[config.mk]
export PLATFORM = sky130hd
export DESIGN_NAME = rf_issue_ctrl
export DESIGN_NICKNAME = d
export VERILOG_FILES = /design/src/rtl/rf_issue_ctrl_pkg.sv /design/src/rtl/rf_issue_ctrl_rob_tag_alloc.sv /design/src/rtl/rf_issue_ctrl.sv
export SDC_FILE = /design/constraint.sdc
export NUM_CORES = 1
export LEC_CHECK = 0
export CAP_MARGIN = 15
export CORE_UTILIZATION = 48
export DETAILED_ROUTE_END_ITERATION = 12
export PLACE_DENSITY_LB_ADDON = 0.25
export SLEW_MARGIN = 20
export SYNTH_ARGS = -nofsm -noshare
export SYNTH_HDL_FRONTEND = slang
export SYNTH_SLANG_ARGS = --single-unit
[constraint.sdc]
create_clock -name clk -period 3.2 [get_ports clk]
set_input_delay 0.32 -clock clk [delete_from_list [all_inputs] [get_ports clk]]
set_output_delay 0.32 -clock clk [all_outputs]
set_load 0.005 [all_outputs]
[src/rtl/rf_issue_ctrl_pkg.sv]
// Shared types for the rename-path issue controller: FSM encoding and ROB capacity derivation.
package rf_issue_ctrl_pkg;

    typedef enum logic {
        ST_RUN   = 1'b0,
        ST_FLUSH = 1'b1
    } state_e;

    // Tag 0 means "value ready" in the regfile, so one slot of the tag space is never allocated.
    function automatic int cap_of(input int add_w);
        return (1 << add_w) - 1;
    endfunction

endpackage

[src/rtl/rf_issue_ctrl_rob_tag_alloc.sv]
// ROB tag allocator: tail pointer with zero-skipping wrap, in-flight count, full/empty flags.
module rob_tag_alloc
    import rf_issue_ctrl_pkg::*;
#(
    parameter int ROB_ADD_W = 4
) (
    input  logic                 clk,
    input  logic                 rst_n,
    input  logic                 clr_i,
    input  logic                 alloc_i,
    input  logic                 rel_i,
    output logic [ROB_ADD_W-1:0] tail_o,
    output logic [ROB_ADD_W-1:0] cnt_o,
    output logic                 full_o,
    output logic                 empty_o
);

    localparam logic [ROB_ADD_W-1:0] CAP       = ROB_ADD_W'(cap_of(ROB_ADD_W));
    localparam logic [ROB_ADD_W-1:0] TAG_FIRST = ROB_ADD_W'(1);

    logic [ROB_ADD_W-1:0] tail_q, tail_d;
    logic [ROB_ADD_W-1:0] cnt_q, cnt_d;
    logic                 rel_ok;

    // A release against an empty ROB has nothing to retire.
    assign rel_ok = rel_i && (cnt_q != '0);

    always_comb begin
        tail_d = tail_q;
        cnt_d  = cnt_q;
        if (clr_i) begin
            tail_d = TAG_FIRST;
            cnt_d  = '0;
        end else begin
            if (alloc_i)
                tail_d = (tail_q == CAP) ? TAG_FIRST : tail_q + 1'b1;
            case ({alloc_i, rel_ok})
                2'b10:   cnt_d = cnt_q + 1'b1;
                2'b01:   cnt_d = cnt_q - 1'b1;
                default: cnt_d = cnt_q;
            endcase
        end
    end

    always_ff @(posedge clk or negedge rst_n) begin
        if (!rst_n) begin
            tail_q <= TAG_FIRST;
            cnt_q  <= '0;
        end else begin
            tail_q <= tail_d;
            cnt_q  <= cnt_d;
        end
    end

    assign tail_o  = tail_q;
    assign cnt_o   = cnt_q;
    assign full_o  = (cnt_q == CAP);
    assign empty_o = (cnt_q == '0);

endmodule

[src/rtl/rf_issue_ctrl.sv]
// Issue-side sequencer: handshake, ROB tag allocation, misprediction flush FSM.
// Optional counters oStallCyc/oFlushCnt are built when RF_ISSUE_STAT_EN is defined.
module rf_issue_ctrl
    import rf_issue_ctrl_pkg::*;
#(
    parameter int ROB_ADD_W = 4,
    parameter int FLUSH_CYC = 2
) (
    input  logic                 clk,
    input  logic                 rst_n,
    input  logic                 en,
    input  logic                 iIS_Valid,
    output logic                 oIS_Ready,
    input  logic                 iROB_Cmt,
    input  logic                 iROB_Mp,
    output logic                 oRF_En,
    output logic [ROB_ADD_W-1:0] oRF_Qn,
    output logic [ROB_ADD_W-1:0] oCnt,
    output logic                 oFull,
    output logic                 oEmpty
`ifdef RF_ISSUE_STAT_EN
    ,
    output logic [31:0]          oStallCyc,
    output logic [15:0]          oFlushCnt
`endif
);

    localparam int               FC_W    = (FLUSH_CYC > 1) ? $clog2(FLUSH_CYC) : 1;
    localparam logic [FC_W-1:0]  FC_LOAD = FC_W'(FLUSH_CYC - 1);

    state_e          state_q, state_d;
    logic [FC_W-1:0] fcnt_q, fcnt_d;
    logic            run, fire, rel, full;

    assign run       = (state_q == ST_RUN);
    // Ready depends on registered full only, so a commit never re-opens it in the same cycle.
    assign oIS_Ready = en && run && !iROB_Mp && !full;
    assign fire      = iIS_Valid && oIS_Ready;
    assign rel       = en && run && !iROB_Mp && iROB_Cmt;
    assign oRF_En    = fire;
    assign oFull     = full;

    rob_tag_alloc #(
        .ROB_ADD_W (ROB_ADD_W)
    ) u_tag (
        .clk     (clk),
        .rst_n   (rst_n),
        .clr_i   (iROB_Mp),
        .alloc_i (fire),
        .rel_i   (rel),
        .tail_o  (oRF_Qn),
        .cnt_o   (oCnt),
        .full_o  (full),
        .empty_o (oEmpty)
    );

    always_comb begin
        state_d = state_q;
        fcnt_d  = fcnt_q;
        if (iROB_Mp) begin
            state_d = ST_FLUSH;
            fcnt_d  = FC_LOAD;
        end else if (en && state_q == ST_FLUSH) begin
            if (fcnt_q == '0)
                state_d = ST_RUN;
            else
                fcnt_d = fcnt_q - 1'b1;
        end
    end

    always_ff @(posedge clk or negedge rst_n) begin
        if (!rst_n) begin
            state_q <= ST_RUN;
            fcnt_q  <= '0;
        end else begin
            state_q <= state_d;
            fcnt_q  <= fcnt_d;
        end
    end

`ifdef RF_ISSUE_STAT_EN
    logic [31:0] stall_q, stall_d;
    logic [15:0] flush_q, flush_d;

    always_comb begin
        stall_d = stall_q;
        flush_d = flush_q;
        if (en && iIS_Valid && !oIS_Ready && (stall_q != '1))
            stall_d = stall_q + 1'b1;
        if (iROB_Mp)
            flush_d = flush_q + 1'b1;
    end

    always_ff @(posedge clk or negedge rst_n) begin
        if (!rst_n) begin
            stall_q <= '0;
            flush_q <= '0;
        end else begin
            stall_q <= stall_d;
            flush_q <= flush_d;
        end
    end

    assign oStallCyc = stall_q;
    assign oFlushCnt = flush_q;
`endif

endmodule

==> flow_metrics.py <==
metrics = {
    "run_status": {
        "status": "finished clean",
    },
    "floorplanning": {
        "coreArea_sq_um": 1383,
        "core.rowCount": 13,
        "die_w_um": 41.62,
        "fp.dieArea_sq_um": 1732,
        "pin_count": 18,
        "die_h_um": 41.62,
        "start_util": 0.5448,
    },
    "grt": {
        "grt_pass1_wl_um": 2553,
        "globalRoute.totalOverflow": 0,
        "grt_usage": 0.1980,
        "grt_pass1_vias": 527,
        "grt_max_degree": 18,
        "antenna_found_initial": 0,
    },
    "placement": {
        "hpwl_um": 1168,
        "gp_congestion": 0.7078,
        "placed_cells": 105,
        "port_buffers": 17,
    },
    "clock_network": {
        "clkSlewWorstSetupHoldPaths_ns": 0.07,
        "cts_buffers": 3,
        "h-tree-depth": 1,
        "postCtsSetupRepairBufs": 0,
        "clock-sinks": 10,
        "cts.hold.buffers_added": 0,
        "clock_tree.root_cell": "clkbuf_4",
        "cts_tree": "yes",
        "cts_buffer_depth": 2,
        "insertion_delay_ns": 0.27,
        "postCtsResizedCells": 0,
    },
    "sta": {
        "max-slew-margin-rel": 0.6844,
        "setup_viol": 0,
        "fmax_mhz": 388.0,
        "period_minus_slack_ns": 2.577,
        "slew_viol_final": 0,
        "hold_violations": 0,
        "rsz0062_at_grt": "false",
        "tightest_slew_ns": 0.4719,
        "setup-tns-final_ns": 0,
        "period_share": 0.8053,
        "skew_ns": 0.001497,
    },
    "final_layout": {
        "stdcell_count": 109,
        "n_antenna_cell": 0,
        "drive_gt1_frac": 0.1702,
        "nNetsFinal": 105,
        "area_delta_synth_final_pct": 27.41,
    },
    "route": {
        "wl_per_cell_um": 14.46,
        "dr.pass1.iters": 4,
        "viasPerCell": 5.789,
        "ant_nets": 0,
        "drtIter0Drc": 16,
        "drc": 0,
        "vias": 631,
        "drt-total-wl_um": 1576,
    },
    "critical_path": {
        "r2r_start": "u_tag.cnt_o[1]$_DFFE_PN0P_",
        "end_kind": "flop",
        "cp_max_fo": 8,
        "cp.arrival_ns": 2.73,
        "critPathSlowestCell": "dfrtp_1",
        "crit_type": "flop to flop",
        "cpPeakStageDelay_ns": 0.57,
        "crit_chain": "nand4_1 > a21o_1 > nor3_1 > ha_1 > a21oi_1 > nand3_1 > o22ai_1 > mux2_1",
        "cp-start-kind": "flop",
        "required_ns": 3.36,
        "crit_start": "u_tag.cnt_o[1]$_DFFE_PN0P_",
    },
    "synth": {
        "synth.cell_area_sq_um": 753.2,
        "synthCells": 75,
        "ys.warnings.count": 0,
        "ys_seq_area_frac": 0.3339,
        "ys_ff_latch": 10,
        "synthesis.nets": 85,
        "syn_area_per_cell_sq_um": 10.04,
        "synth.distinct_cells": 32,
    },
    "min_path": {
        "hp-class": "input port to async pin",
    },
    "job": {
        "drv_cap": 0,
    },
    "pwr": {
        "power_density_nw_per_um2": 301.8,
        "power_leakage_nw": 0.4104,
        "peakVddDrop_mv": 0.2267,
    },
}
-- worst max-delay path, delay by kind of cell (launching register included) --
family,cells,cell delay (ns)
compound gates,3,0.59
fa+ha+maj,1,0.35
flops,1,0.57
mux,1,0.33
simple gates,3,0.63
-- layout make-up --
type | instances | area (sq um)
Multi-Input combinational cell | 60 | 464.2
Fill cell | 112 | 422.9
Sequential cell | 10 | 251.5
Timing Repair Buffer | 19 | 185.2
Clock buffer | 4 | 36.28
Tap cell | 15 | 18.77
Inverter | 1 | 3.754
-- registers in the layout, summed over array words and instances, names as in the netlist --
name / cells
state_q: 1
u_tag.tail_o: 4
u_tag.cnt_o: 4
fcnt_q: 1
-- where the power goes --
group / total (mW) / switching (mW) / internal [mW] / leakage [nW]
sequential: 0.133 / 0.00376 / 0.129 / 0.128
combinational: 0.0379 / 0.0180 / 0.0199 / 0.261
clock: 0.119 / 0.0494 / 0.0691 / 0.0210
-- worst paths after layout --
kind / to / slack (ns) / cells after the start
setup / recovery: u_tag.cnt_o[3]$_DFFE_PN0P_ / 0.62 / 8
hold / removal: u_tag.cnt_o[3]$_DFFE_PN0P_ / 0.37 / 1
setup reg to reg: u_tag.cnt_o[3]$_DFFE_PN0P_ / 0.62 / 8
hold reg to reg: fcnt_q$_DFFE_PN0P_ / 0.48 / 1
max in group asynchronous: u_tag.tail_o[0]$_DFFE_PN1P_ / 2.49 / 1
min in group clk: fcnt_q$_DFFE_PN0P_ / 0.48 / 1
-- cell usage after synthesis --
library cell | number | area, sq um
nand3_1 | 6 | 30.03
ha_1 | 3 | 37.54
a21oi_4 | 1 | 16.27
inv_2 | 1 | 3.750
buf_6 | 1 | 11.26
nand2b_1 | 5 | 31.28
and3_1 | 1 | 6.260
nor3b_1 | 1 | 7.510
nor4_2 | 1 | 12.51
nor3_1 | 2 | 10.01
nand4_1 | 3 | 18.77
nor2b_1 | 3 | 18.77
nor4_4 | 1 | 21.27
a311oi_1 | 1 | 8.760
or4_4 | 1 | 11.26
xnor2_1 | 1 | 8.760
o21ai_1 | 1 | 5.000
mux2_1 | 1 | 11.26
fa_1 | 1 | 20.02
xor2_1 | 1 | 8.760
buf_4 | 3 | 22.52
mux2i_1 | 3 | 30.03
nand2_1 | 4 | 15.01
o22ai_1 | 1 | 6.260
nor2_1 | 5 | 18.77
o41ai_1 | 2 | 17.52
dfstp_2 | 1 | 26.28
and2b_2 | 2 | 17.52
mux2_4 | 2 | 30.03
a21oi_1 | 3 | 15.01
dfrtp_1 | 9 | 225.2
a21o_1 | 4 | 30.03
-- cells by family after synthesis --
logic type	after synthesis	synth area share
AO/OA/AOI/OAI	13	0.1312
XOR/XNOR	2	0.02326
AND/OR/NAND/NOR	35	0.2907
multiplexers	6	0.09469
flip-flops	10	0.3339
buffers and inverters	5	0.04983
adder cells (fa/ha/maj)	4	0.07642
-- routing by layer --
| layer | GRT usage | part of all wire | up-vias |
|---|---|---|---|
| met5 | 0 | 0 | - |
| met4 | 0.05806 | 0.011 | 0 |
| met3 | 0.06522 | 0.039 | 2 |
| met2 | 0.2813 | 0.45 | 19 |
| met1 | 0.2853 | 0.50 | 299 |
| li1 | - | - | 311 |
-- per-stage QoR --
stage / hold slack, ns / total power, mW / worst slack, ns / utilization / instance area (sq um)
6_report: 0.3684 / 0.2896 / 0.6229 / 0.6941 / 959.7
5_1_grt: 0.4098 / 0.3041 / 0.4450 / 0.6941 / 959.7
4_1_cts: 0.3927 / 0.2911 / 0.6248 / 0.6941 / 959.7
3_5_place_dp: 0.4620 / 0.1736 / 0.4478 / 0.6679 / 923.4
3_3_place_gp: 0.4548 / 0.1722 / 0.5128 / 0.6679 / 923.4
2_1_floorplan: 0.02441 / 0.1583 / 0.6798 / - / 753.2
-- cells in the final DEF (no fill, tap or decap), drive strengths merged --
cell type,n
a21oi,4
nor4,2
o22ai,1
mux2,3
and2b,2
fa,1
nor2,5
a311oi,1
or4,1
nor2b,3
o21ai,1
nand2b,5
nor3b,1
o41ai,2
dfstp,1
clkdlybuf4s50,17
dfrtp,9
nand2,4
xor2,1
ha,3
nand4,3
mux2i,3
buf,2
clkbuf,4
inv,1
nor3,2
nand3,6
and3,1
a21o,4
xnor2,1
Note: power is estimated with default switching activity, not from simulation.
